### src/rtl/cpu_types_pkg.sv
// Shared types for the pipelined MIPS core.
package cpu_types_pkg;

  typedef logic [31:0] word_t;
  typedef logic [4:0]  regbits_t;

  // Writeback source select carried down from decode
  typedef enum logic [1:0] {
    WB_ALU = 2'b00,
    WB_MEM = 2'b01,
    WB_LUI = 2'b10,
    WB_PC4 = 2'b11
  } wbsel_t;

  // Data-cache access sequencing in the MEM stage
  typedef enum logic [1:0] {
    IDLE = 2'b00,
    WAIT = 2'b01,
    DONE = 2'b10
  } memstate_t;

endpackage

### src/rtl/mem_wb_stage_if.sv
// Data-cache request/response bus between the MEM stage and the cache.
interface mem_wb_stage_if;
  import cpu_types_pkg::*;

  logic  dmemREN;
  logic  dmemWEN;
  word_t dmemaddr;
  word_t dmemstore;
  logic  dhit;
  word_t dmemload;

  // Pipeline side issues requests
  modport master (
    output dmemREN, dmemWEN, dmemaddr, dmemstore,
    input  dhit, dmemload
  );

  // Cache side answers them
  modport slave (
    input  dmemREN, dmemWEN, dmemaddr, dmemstore,
    output dhit, dmemload
  );

endinterface

### src/rtl/mem_wb_stage_fsm.sv
// Data-cache access sequencer: issues one request per instruction, holds it
// until dhit, keeps the load data, and stalls the pipeline meanwhile.
module dmem_access_fsm
  import cpu_types_pkg::*;
(
  input  logic   CLK,
  input  logic   nRST,
  input  logic   memop,
  input  logic   ex_dREN,
  input  logic   ex_dWEN,
  input  word_t  ex_alu,
  input  word_t  ex_store,
  input  logic   adv,
  mem_wb_stage_if.master dcif,
  output logic   mem_stall,
  output logic   done,
  output word_t  ldata
);

  memstate_t state;
  logic      req;

  // Request is live only before completion; reset drops it immediately
  always_comb begin
    req            = memop & (state != DONE) & nRST;
    dcif.dmemWEN   = req & ex_dWEN;
    dcif.dmemREN   = req & ex_dREN & ~ex_dWEN;
    dcif.dmemaddr  = ex_alu;
    dcif.dmemstore = ex_store;
    mem_stall      = req;
    done           = (state == DONE);
  end

  // Access state and captured load data
  always_ff @(posedge CLK, negedge nRST) begin
    if (!nRST) begin
      state <= IDLE;
      ldata <= '0;
    end else begin
      if (req && dcif.dhit)
        ldata <= dcif.dmemload;
      unique case (state)
        IDLE: if (memop) state <= dcif.dhit ? DONE : WAIT;
        WAIT: if (dcif.dhit) state <= DONE;
        DONE: if (adv) state <= IDLE;
        default: state <= IDLE;
      endcase
    end
  end

endmodule

### src/rtl/mem_wb_stage.sv
// MEM stage and MEM/WB pipeline register: sequences the data-cache access,
// selects the writeback value and latches it toward the register file.
module mem_wb_stage
  import cpu_types_pkg::*;
(
  input  logic     CLK,
  input  logic     nRST,
  input  logic     ihit,
  input  logic     ex_valid,
  input  regbits_t ex_rd,
  input  logic     ex_dREN,
  input  logic     ex_dWEN,
  input  word_t    ex_store,
  input  logic     ex_regWr,
  input  logic [1:0] ex_wbsel,
  input  logic     ex_halt,
  input  word_t    ex_alu,
  input  word_t    ex_lui,
  input  word_t    ex_pc4,
  mem_wb_stage_if.master dcif,
  output logic     mem_stall,
  output logic     wb_valid,
  output logic     wb_WEN,
  output regbits_t wb_wsel,
  output word_t    wb_wdat,
  output logic     halt
);

  logic  memop;
  logic  adv;
  logic  done;
  word_t ldata;
  word_t wdat_sel;

  assign memop = ex_valid & (ex_dREN | ex_dWEN) & ~halt;
  assign adv   = ihit & ~mem_stall & ~halt;

  dmem_access_fsm u_fsm (
    .CLK       (CLK),
    .nRST      (nRST),
    .memop     (memop),
    .ex_dREN   (ex_dREN),
    .ex_dWEN   (ex_dWEN),
    .ex_alu    (ex_alu),
    .ex_store  (ex_store),
    .adv       (adv),
    .dcif      (dcif),
    .mem_stall (mem_stall),
    .done      (done),
    .ldata     (ldata)
  );

  // Writeback source mux; a completed access supplies its held load data
  always_comb begin
    wdat_sel = ex_alu;
    unique case (wbsel_t'(ex_wbsel))
      WB_ALU: wdat_sel = ex_alu;
      WB_MEM: wdat_sel = done ? ldata : dcif.dmemload;
      WB_LUI: wdat_sel = ex_lui;
      WB_PC4: wdat_sel = ex_pc4;
    endcase
  end

  // MEM/WB register, advancing only when the pipeline moves
  always_ff @(posedge CLK, negedge nRST) begin
    if (!nRST) begin
      wb_valid <= 1'b0;
      wb_WEN   <= 1'b0;
      wb_wsel  <= '0;
      wb_wdat  <= '0;
    end else if (adv) begin
      wb_valid <= ex_valid;
      wb_WEN   <= ex_valid & ex_regWr & (ex_rd != '0);
      wb_wsel  <= ex_rd;
      wb_wdat  <= wdat_sel;
    end
  end

  // Sticky halt once a halt instruction retires through MEM
  always_ff @(posedge CLK, negedge nRST) begin
    if (!nRST)
      halt <= 1'b0;
    else if (adv && ex_valid && ex_halt)
      halt <= 1'b1;
  end

endmodule

### src/flat_wrapper.sv
// flat-port wrapper written by rule: the top's interface ports become plain ports
module mem_wb_stage_flat import cpu_types_pkg::*;
  (CLK, nRST, ihit, ex_valid, ex_rd, ex_dREN, ex_dWEN, ex_store, ex_regWr, ex_wbsel, ex_halt, ex_alu, ex_lui, ex_pc4, mem_stall, wb_valid, wb_WEN, wb_wsel, wb_wdat, halt, dcif_dmemREN, dcif_dmemWEN, dcif_dmemaddr, dcif_dmemstore, dcif_dhit, dcif_dmemload);
  mem_wb_stage_if dcif_i ();
  input  logic CLK;
  input  logic nRST;
  input  logic ihit;
  input  logic ex_valid;
  input  regbits_t ex_rd;
  input  logic ex_dREN;
  input  logic ex_dWEN;
  input  word_t ex_store;
  input  logic ex_regWr;
  input  logic [1:0] ex_wbsel;
  input  logic ex_halt;
  input  word_t ex_alu;
  input  word_t ex_lui;
  input  word_t ex_pc4;
  output logic mem_stall;
  output logic wb_valid;
  output logic wb_WEN;
  output regbits_t wb_wsel;
  output word_t wb_wdat;
  output logic halt;
  output wire logic [$bits(dcif_i.dmemREN)-1:0] dcif_dmemREN;
  output wire logic [$bits(dcif_i.dmemWEN)-1:0] dcif_dmemWEN;
  output wire logic [$bits(dcif_i.dmemaddr)-1:0] dcif_dmemaddr;
  output wire logic [$bits(dcif_i.dmemstore)-1:0] dcif_dmemstore;
  input wire logic [$bits(dcif_i.dhit)-1:0] dcif_dhit;
  input wire logic [$bits(dcif_i.dmemload)-1:0] dcif_dmemload;
  assign dcif_dmemREN = dcif_i.dmemREN;
  assign dcif_dmemWEN = dcif_i.dmemWEN;
  assign dcif_dmemaddr = dcif_i.dmemaddr;
  assign dcif_dmemstore = dcif_i.dmemstore;
  assign dcif_i.dhit = dcif_dhit;
  assign dcif_i.dmemload = dcif_dmemload;
  mem_wb_stage u_core (.CLK(CLK), .nRST(nRST), .ihit(ihit), .ex_valid(ex_valid), .ex_rd(ex_rd), .ex_dREN(ex_dREN), .ex_dWEN(ex_dWEN), .ex_store(ex_store), .ex_regWr(ex_regWr), .ex_wbsel(ex_wbsel), .ex_halt(ex_halt), .ex_alu(ex_alu), .ex_lui(ex_lui), .ex_pc4(ex_pc4), .dcif(dcif_i), .mem_stall(mem_stall), .wb_valid(wb_valid), .wb_WEN(wb_WEN), .wb_wsel(wb_wsel), .wb_wdat(wb_wdat), .halt(halt));
endmodule
### config.mk
export PLATFORM = sky130hd
export DESIGN_NAME = mem_wb_stage_flat
export DESIGN_NICKNAME = d
export VERILOG_FILES = /design/src/rtl/cpu_types_pkg.sv /design/src/rtl/mem_wb_stage_if.sv /design/src/rtl/mem_wb_stage_fsm.sv /design/src/rtl/mem_wb_stage.sv /design/src/flat_wrapper.sv
export SDC_FILE = /design/constraint.sdc
export NUM_CORES = 1
export LEC_CHECK = 0
export CORE_MARGIN = 2
export CORE_UTILIZATION = 37
export CTS_CLUSTER_SIZE = 40
export DETAILED_ROUTE_END_ITERATION = 10
export GPL_TIMING_DRIVEN = 1
export PLACE_DENSITY = 0.79
export SYNTH_ARGS = -nofsm -noshare
export SYNTH_HDL_FRONTEND = slang
export SYNTH_SLANG_ARGS = --single-unit
### constraint.sdc
create_clock -name CLK -period 2.69 [get_ports CLK]
set_clock_uncertainty 0.2 [all_clocks]
set_input_delay 0.538 -clock CLK [delete_from_list [all_inputs] [get_ports CLK]]
set_output_delay 0.538 -clock CLK [all_outputs]
set_load 0.05 [all_outputs]
Yosys cells after proc, flatten, opt, wreduce, memory -nomap -nowiden
Cells that the tools add are included.
{"block": "word_totals", "word_cells": 45, "register_bits": 74}
{"block": "classes", "reduce_logical": 7, "n_mux": 7, "eq_ne": 9, "bitwise_logic": 15}
{"operator": "$pmux W32 S4", "count": 1}
{"operator": "$mux W32", "count": 1}
{"operator": "$and A1 B1 Y1", "count": 11}
{"operator": "$mux W2", "count": 4}
{"operator": "$eq A2 B2 Y1 const B", "count": 3}
{"operator": "$ne A2 B2 Y1 const B", "count": 3}
{"operator": "$pmux W2 S3", "count": 1}
{"operator": "$reduce_bool A5 Y1", "count": 1}
{"operator": "$eq A2 B1 Y1 const B", "count": 2}
{"operator": "$logic_not A2 Y1", "count": 2}
{"operator": "$logic_and A1 B1 Y1", "count": 3}
{"operator": "$not A1 Y1", "count": 3}
{"operator": "$reduce_and A3 Y1", "count": 1}
{"operator": "$ne A2 B1 Y1 const B", "count": 1}
{"operator": "$or A1 B1 Y1", "count": 1}

Depth between registers and ports, before layout
Gate-level depths: netlist of run 1.
{"block": "logic_depth", "word_depth": 10, "mapped_depth": 6, "depth_no_buf": 4}

Modules after synthesis
Synthesis of run 1 repeated with hierarchy kept, for this count alone.
{"block": "hier_totals", "cells_unflattened": 436, "area_unflattened_um2": 4692.0}
{"mod": "mem_wb_stage", "n_inst": 1, "seq_area_each_um2": 1001.0, "area_per_inst_um2": 2772.7, "cells_each": 293}
{"mod": "dmem_access_fsm", "n_inst": 1, "seq_area_each_um2": 850.8, "area_per_inst_um2": 1919.3, "cells_each": 143}

Worst setup path after synthesis of run 1
Ideal clock, no wire load.
{"block": "synth_timing", "path_type": "reg2out", "from": "register u_core.halt", "to": "output dcif_dmemREN", "arrival_time_ns": 2.170, "setup_slack_ns": -0.218, "t_required_ns": 1.952, "path_buffers": 0, "path_stages_with_launch": 4, "cell_sequence": "dfrtp_1 > nand2b_1 > nor4_4 > and3b_1"}
{"block": "synth_via", "elab_chain_cells": 6}
{"item": "from (decl)", "line": "mem_wb_stage.sv:26", "source": "output logic halt"}
{"item": "from (signal assigned)", "line": "mem_wb_stage.sv:82", "source": "halt <= 1'b0;"}
{"item": "from (signal assigned)", "line": "mem_wb_stage.sv:84", "source": "halt <= 1'b1;"}
{"item": "$not A1 Y1", "line": "mem_wb_stage.sv:35", "source": "assign memop = ex_valid & (ex_dREN | ex_dWEN) & ~halt;"}
{"item": "$and A1 B1 Y1", "line": "mem_wb_stage.sv:35"}
{"item": "$and A1 B1 Y1 (2 in series)", "line": "mem_wb_stage_fsm.sv:25", "source": "req = memop & (state != DONE) & nRST;"}
{"item": "named net mem_stall", "line": "flat_wrapper.sv:19", "source": "output logic mem_stall;"}
{"item": "$and A1 B1 Y1 (2 in series)", "line": "mem_wb_stage_fsm.sv:27", "source": "dcif.dmemREN = req & ex_dREN & ~ex_dWEN;"}
{"item": "to (decl)", "line": "flat_wrapper.sv:25", "source": "output wire logic [$bits(dcif_i.dmemREN)-1:0] dcif_dmemREN;"}
The timed path passes the listed nets, and every way through them passes these cells.

Worst setup path in the final report of run 1
{"block": "layout_timing", "from": "input ex_valid", "to": "output dcif_dmemREN"}
{"block": "layout_via", "elab_chain_cells": 6}
{"item": "from (decl)", "line": "flat_wrapper.sv:8", "source": "input logic ex_valid;"}
{"item": "$and A1 B1 Y1 (2 in series)", "line": "mem_wb_stage.sv:35"}
{"item": "$and A1 B1 Y1 (2 in series)", "line": "mem_wb_stage_fsm.sv:25"}
{"item": "$and A1 B1 Y1 (2 in series)", "line": "mem_wb_stage_fsm.sv:27"}
No other way between the ends.

==> run summary, run 1 <==
The flow ran to the end, but the final reports show violations. The final reports fail on design-rule violations. The tools report the total of max-cap violations as 0. Post-CTS repair changed the size of 0 cells. The number of flops mapped to enable cells by yosys came out at 0. The synthesized area per cell was 10.3 um^2; the post-synth net total was 601. TritonCTS built the clock tree. The analysis attributes to cell leakage a power of 2.89 nW. Synthesis handed over a netlist of 425 instances. In this run the critical register-to-register path is launched from u_core.halt. Met2 wire length: 7460 um. The area of the mapped netlist came out at 4390 um^2. The class of the worst hold path is in -> async. The detailed route wirelength on metal3 was 1110 um.

Summed over all layers, the global routing overflow is 0. The cell sitting at the root of the clock tree is a sky130_fd_sc_hd__clkbuf_16. Along the worst path, the maximum fanout reaches 4.

The tools report the worst IR drop on VDD as 0.000655 V. The chip height was 113 um; the number of global-route vias before repair was 4,316. The Yosys step of the flow raised 0 warnings. The worst register-to-register path ends at u_core.wb_wdat[5]. At the end of routability-driven placement, the weighted congestion stood at 0.786.

The type of the setup path with the least slack was in -> out. The H-tree was split into 3 levels. The run gives 0.381 as the starting density of the core. Summed over all nets, the half-perimeter wirelength after detailed placement is 10,400 um. The tools report the later-pin clock latency in the skew report as 0.32 ns. The final setup violation count is 0, and the final wirelength is 13,900 um. Entering global routing, the biggest net connects 75 pins. Buffers inserted during clock tree synthesis total 9. The post-layout net count is 750.

The post-route fraction of the period consumed by the critical path is 0.954, and the number of antenna-violating nets in the routed design is 0. The complex-gate fraction of the synthesized area came out at 0.177. The number of pins with negative max-slew slack in the final report is 0. For the placed instance area, the log shows 6370 um^2. The finished cells cover 6660 um^2. After detailed routing, the number of remaining DRC violations is 20.

The dominant combinational cell family by area after synthesis was multiplexers. The detailed router used layers up to and including met4. After synthesis the netlist holds a flip-flop and latch count of 74. The longest clock path from root to sink contains 2 buffers. The area share of the leading cell type in the synthesized netlist was 0.422. The critical path data required time was 1.95 ns; the number of sinks on the clock net was 74. The total power divided by cell area is 946 nW/um^2. Counting instances in the post-synthesis netlist gives the leading cell types as 74 x sky130_fd_sc_hd__dfrtp_1, 68 x sky130_fd_sc_hd__nand2_1, 65 x sky130_fd_sc_hd__buf_4. The proportion of synthesized flip-flops having asynchronous set or reset works out to 1.00.

The number of hold violations in the final report was 0; the multiplexer share of the synthesized area was 0.179. The area added between synthesis and finish was 51.6%. The tools report the setup fix buffers added after clock tree synthesis as 0. Kind of capture point of the worst setup path: an output pin.

The fraction of the mapped netlist area in simple logic gates is 0.0789. Data on the critical path arrives at its endpoint at 1.83 ns. Critical path launch point type: a primary input. The horizontal die dimension was 113 um. The tools report the first-pass GRT wire length as 21,600 um. The tools report the number of hold-repair buffers added at the cts stage as 0. Dividing the detail-routed wire length by the instance count gives 19.3 um.

Clock-pin slew was measured on the worst setup and hold paths at 0.06 ns. The DRC marker count from the first detailed-route iteration is 168, and the count of inserted antenna diode cells is 0. For the pin with the worst max-slew slack, the measured transition is 0.962 ns.

The synthesized-area fraction occupied by xor and xnor cells works out to 0. For the total number of vias, the log shows 3,895. The accumulated negative setup slack was 0 ns; the minimum clock period after layout was 2.57 ns. The dominant cell type by area after synthesis was sky130_fd_sc_hd__dfrtp_1. Yosys attributes the largest share of cell area to sky130_fd_sc_hd__dfrtp_1 42%, sky130_fd_sc_hd__mux2_2 16%, sky130_fd_sc_hd__buf_4 11%. For the global-route usage over all layers, the log shows 0.216. In this run the core area contains 39 standard-cell rows.

The tools report the number of antenna violations at the first check in global routing as 0. The final non-filler cell total is 721, and the maximum frequency from static timing analysis is 390 MHz. The floorplan step defined a die boundary enclosing 12,800 um^2.

The share of post-route cells with drive strength above 1 came out at 0.239. The adder and majority gate portion of the synthesized area is 0, and the number of distinct standard cells referenced by the synthesized netlist is 23. The most common cell in the synthesized netlist is sky130_fd_sc_hd__dfrtp_1. Number of detailed-routing iterations run before antenna repair: 7. The main flop type after synthesis was sky130_fd_sc_hd__dfrtp_1. The setup slack of the most critical reg-to-reg path was 0.59 ns; the number of cell instances on the worst register-to-register path was 5. Setup repair after global routing left no endpoint under its margin. The post-route core utilization is 0.578. During placement, the flow inserted port buffers numbering 218. The logs give 0.422 for the part of the Yosys area used for sequential elements and 11,500 um^2 for the core area. Dividing the detail-routed via count by the number of cells gives 5.40. In this run, placement finished with an instance count of 706. The routed metal-1 wirelength was 5160 um. During I/O placement, the number of pins put on the boundary was 283.

Worst slew margin relative to its limit: 0.359.
## where the power goes
part / internal [mW] / switching, mW
Combinational: 1.28 / 1.89
Clock: 0.735 / 0.429
Sequential: 1.66 / 0.307
## sequential cells by signal (all words and copies together) (netlist names)
name / flops
u_core.wb_WEN: 1
u_core.wb_wdat: 32
u_core.wb_wsel: 5
u_core.halt: 1
u_core.u_fsm.ldata: 32
u_core.u_fsm.state: 2
u_core.wb_valid: 1
## cell usage in the layout (no fill, tap or decap), drive strengths merged
cell type and count:
clkdlybuf4s50 181, buf 54, nand2 68, nor3 1
o211ai 1, nor2 3, a21o 32, nor2b 3
nor4 1, a311oi 32, and3b 1, bufinv 1
mux2 70, or4 1, nand2b 2, inv 1
and2 1, dfrtp 74, o21bai 1, clkbuf 12
o22ai 33, o41ai 1, clkinv 2, o21ai 2
## logic make-up after synthesis
group	Yosys count
buffers and inverters	98
AOI/OAI and AO/OA	102
and+or+nand+nor	81
DFF	74
muxes	70
## layout make-up
| type | instances | area, um^2 |
|---|---|---|
| clock buffer | 12 | 246 |
| clock inverter | 3 | 40.0 |
| fill | 988 | 4860 |
| inverter | 1 | 3.75 |
| multi-input combinational | 253 | 1930 |
| sequential | 74 | 1850 |
| tap | 143 | 179 |
| timing repair buffer | 235 | 2400 |
## worst max path at each step
stage | cells after the start | slack, ns | endpoint | start
3_3_place_gp | 6 | 0.08 | u_core.wb_wdat[12] | ex_valid
2_1_floorplan | 3 | 0.002 | dcif_dmemREN | u_core.halt
6_report | 5 | 0.12 | dcif_dmemREN | ex_valid
3_5_place_dp | 6 | -0.006 | u_core.wb_wdat[5] | ex_valid
5_1_grt | 5 | 0.07 | dcif_dmemREN | ex_valid
4_1_cts | 5 | 0.12 | dcif_dmemREN | ex_valid
## metal layers
metal | GRT usage | up-vias
met2 | 0.415 | 180
met1 | 0.231 | 1917
met3 | 0.0536 | 21
met4 | 0.0724 | 0
li1 | - | 1777
met5 | 0 | -
## per-stage QoR
stage | hold WS [ns] | setup WS, ns | total power [mW]
floorplan | 0.0424 | 0.00160 | 4.06
global placement | 0.261 | 0.0838 | 5.07
detailed placement | 0.267 | -0.00559 | 5.17
CTS | 0.277 | 0.120 | 6.36
global route | 0.297 | 0.0657 | 6.59
finish | 0.242 | 0.124 | 6.30
## worst max-delay path, cell delays in order
cell and delay, ns:
sky130_fd_sc_hd__clkdlybuf4s50_1 0.52, sky130_fd_sc_hd__nand2b_1 0.17, sky130_fd_sc_hd__nor4_4 0.21, sky130_fd_sc_hd__and3b_2 0.25
sky130_fd_sc_hd__buf_12 0.14
Power figures use the tool's default switching activity.
==> run 2, diff against run 1 <==
--- a/config.mk
+++ b/config.mk
@@ -5,7 +5,6 @@
 export SDC_FILE = /design/constraint.sdc
 export NUM_CORES = 1
 export LEC_CHECK = 0
-export CORE_MARGIN = 2
 export CORE_UTILIZATION = 37
 export CTS_CLUSTER_SIZE = 40
 export DETAILED_ROUTE_END_ITERATION = 10
==> run 2 against run 1 <==
Net effect:
- the run still ends with design-rule violations left
- critical path depth up 1
- combinational power is essentially flat
- global-route usage increased by 0.67 points
- die area fell by 3.5%
- final cell count unchanged
- power grew 3.4%
- worst hold slack gained 0.0093 ns
- first-iteration DRC count grew 7.1%
- sequential power barely moved
- sequential share of layout area down 0.40 points
==> run summary, run 2 (synthesis gave the netlist of run 1 again) <==
Critical-path cell list: clkdlybuf4s50_1 -> nor2_1 -> nor4_4 -> buf_4 -> buf_4 -> buf_12 (was clkdlybuf4s50_1 -> nand2b_1 -> nor4_4 -> and3b_2 -> buf_12). Setup repair after global routing left no endpoint under its margin. The area added between synthesis and finish works out to 53.8% (was 51.6%). The launch instance of the worst register-to-register path was u_core.u_fsm.state[0] (was u_core.halt). The first-pass GRT wire length is 21,500 um (was 21,600 um).

The number of hold violations in the final report came out at 0 (unchanged). The pin slew with the least headroom to its limit came out at 0.945 ns (was 0.962 ns). The tools report the final wirelength as 13,700 um (was 13,900 um).

The number of vias per cell was 5.38 (was 5.40). The starting density of the core came out at 0.381 (unchanged). Post-route fraction of the period consumed by the critical path: 0.935 (was 0.954). The tools report the number of detailed-routing iterations run before antenna repair as 7 (unchanged).

The clock tree buffer depth was 2 (unchanged); the area of the die was 12,300 um^2 (was 12,800 um^2). The critical path launch point type is a primary input (unchanged). Kind of capture point of the worst setup path: an output pin (unchanged). The number of antenna violations at the first check in global routing came out at 0 (unchanged). The run gives 283 (unchanged) as the count of boundary I/O pins. Total number of vias: 3,882 (was 3,895). The share of post-route cells with drive strength above 1 is 0.244 (was 0.239).

The library cell used as clock root buffer is sky130_fd_sc_hd__clkbuf_16 (unchanged). The chip height was 111 um (was 113 um); the later-pin clock latency in the skew report was 0.32 ns (about the same). Commonest non-fill, non-tap cells in the layout: 180 x sky130_fd_sc_hd__clkdlybuf4s50_1, 74 x sky130_fd_sc_hd__dfrtp_1, 67 x sky130_fd_sc_hd__nand2_1, 64 x sky130_fd_sc_hd__mux2_2, 35 x sky130_fd_sc_hd__buf_4 (was 181 x sky130_fd_sc_hd__clkdlybuf4s50_1, 74 x sky130_fd_sc_hd__dfrtp_1, 67 x sky130_fd_sc_hd__nand2_1, 64 x sky130_fd_sc_hd__mux2_2, 38 x sky130_fd_sc_hd__buf_4). The run gives 74 (unchanged) as the number of sinks on the clock net. The number of pins with negative max-slew slack in the final report is 0 (unchanged), and the maximum level of the CTS H-tree is 3 (unchanged). The logs give 39 (unchanged) for the number of standard-cell rows in the floorplan and 0.174 ns (was 0.124 ns) for the worst path setup slack after routing. The class of the worst hold path was in -> async (unchanged).

Worst IR drop on VDD: 0.000577 V (was 0.000655 V). The global-route usage over all layers is 0.223 (was 0.216). The horizontal die dimension was 111 um (was 113 um); the weighted congestion reported at the end of routability-driven placement was 0.741 (was 0.786). The tools report the total clock buffers created by CTS as 9 (unchanged).

The post-CTS clock slew at the launch and capture registers of the worst setup and hold paths came out at 0.06 ns (about the same). The area occupied by multi-input gates is 1940 um^2 (was 1930 um^2), and the total power divided by cell area is 964 nW/um^2 (was 946 nW/um^2). The core area was 11,500 um^2 (unchanged).

The logs give 968 (was 988) for the filler cell count and 397 MHz (was 390 MHz) for the maximum frequency from static timing analysis. The final non-filler cell total was 721 (unchanged); the routed length per placed instance was 19.0 um (was 19.3 um). The number of antenna-violating nets in the routed design was 0 (unchanged). The post-DP HPWL was 10,200 um (was 10,400 um); the post-route DRC violation count was 40 (was 20). The tools report the post-layout net count as 750 (unchanged). Violations in the final reports: design-rule violations (unchanged). Cell type of the slowest stage on the worst timing path: sky130_fd_sc_hd__clkdlybuf4s50_1 (unchanged). The run gives 0.370 (was 0.359) as the worst slew margin relative to its limit. The run gives 2.94 nW (was 2.89 nW) as the leakage power total. Registers with the highest flip-flop counts: u_core.u_fsm.ldata (32), u_core.wb_wdat (32), u_core.wb_wsel (5) (unchanged).

The minimum clock period after layout came out at 2.52 ns (was 2.57 ns). The cell count after placement is 705 (was 706). The logs give 180 (was 168) for the DRC marker count from the first detailed-route iteration and 0 (unchanged) for the final setup violation count. The delay of the slowest cell on the worst path is 0.49 ns (was 0.52 ns). The pin count of the biggest net entering global routing is 75 (unchanged).

The sum of overflow across all layers after global routing was 0 (unchanged); the accumulated negative setup slack was 0 ns (unchanged). TritonCTS built the clock tree. The logs give 0.251 ns (was 0.242 ns) for the worst hold slack and 0 (unchanged) for the number of hold-repair buffers added at the cts stage. The total of max-cap violations was 0 (unchanged).

The area used by sequential logic in the layout is 1850 um^2 (unchanged), and the largest driver fanout on the critical path is 3 (was 4). The commonest non-fill, non-tap cell in the layout was sky130_fd_sc_hd__clkdlybuf4s50_1 (unchanged). Number of port buffers: 218 (unchanged).

Cell with the most instances on the worst path: sky130_fd_sc_hd__buf_4. The type of the setup path with the least slack is in -> out (unchanged). The tools report the critical path data required time as 1.95 ns (about the same). The flow ran to the end, but the final reports show violations.

The number of global-route vias before repair came out at 4,096 (was 4,316). The count of inserted antenna diode cells is 0 (unchanged). The run gives 0.0592 ns (was -0.00559 ns) as the worst-case setup slack after placement.

The run gives 1.78 ns (was 1.83 ns) as the data arrival at the endpoint of the critical path. The tools report the start point of the critical path as ex_dWEN (was ex_valid).
[run 2: cell count changes in the layout (fill, tap and decap cells not counted), sizes merged]
cell | previous run | this run
clkdlybuf4s50 | 181 | 180
clkinvlp | 0 | 1
clkinv | 2 | 1
clkbuf | 12 | 10
dlymetal6s2s | 0 | 1
bufinv | 1 | 3
[run 2: repair_timing]
item	in CTS	in global routing
buffers inserted	0	1
endpoints found under the setup margin	0	1
resized for setup	0	2
[run 2: per-stage QoR]
step                power (mW)  utilization  cell area, um^2
floorplan                 4.06            -             4400
global placement          5.08        0.555             6400
detailed placement        5.17        0.555             6400
CTS                       6.56        0.585             6740
global route              6.80        0.587             6760
finish                    6.51        0.587             6760
[run 2: final cells by class]
class,instances,share of cell area
clock buffer,10,0.0354
tap,143,0.0265
inverter,1,0.000556
multi-input combinational,253,0.287
sequential,74,0.274
timing repair buffer,235,0.362
clock inverter,5,0.0152
[run 2: worst max-delay path: cells and delay by family]
family                 cells  cell delay (ns)
buffers and inverters      4             0.89
and+or+nand+nor            2             0.34
[run 2: worst paths after layout]
check	end	slack [ns]	cells after the start
hold / removal	u_core.wb_wsel[2]	0.25	2
setup / recovery	mem_stall	0.17	6
hold reg to reg	u_core.wb_wdat[2]	0.27	1
min in group CLK	u_core.wb_wdat[2]	0.27	1
setup reg to reg	u_core.wb_wdat[12]	0.52	7
max in group asynchronous	u_core.wb_wdat[11]	1.42	2
[run 2: power breakdown]
group	total [mW]	internal, mW	switching, mW	leakage, nW
registers	1.96	1.66	0.299	0.905
clock network	1.37	0.924	0.442	0.165
logic	3.19	1.29	1.90	1.87
[run 2: routing by layer]
layer / global-route usage / up-vias / routed length (um)
met5: 0.00833 / - / 0
met4: 0.105 / 0 / 322
met3: 0.0700 / 28 / 1190
met2: 0.394 / 193 / 7130
met1: 0.242 / 1879 / 5090
li1: - / 1782 / -
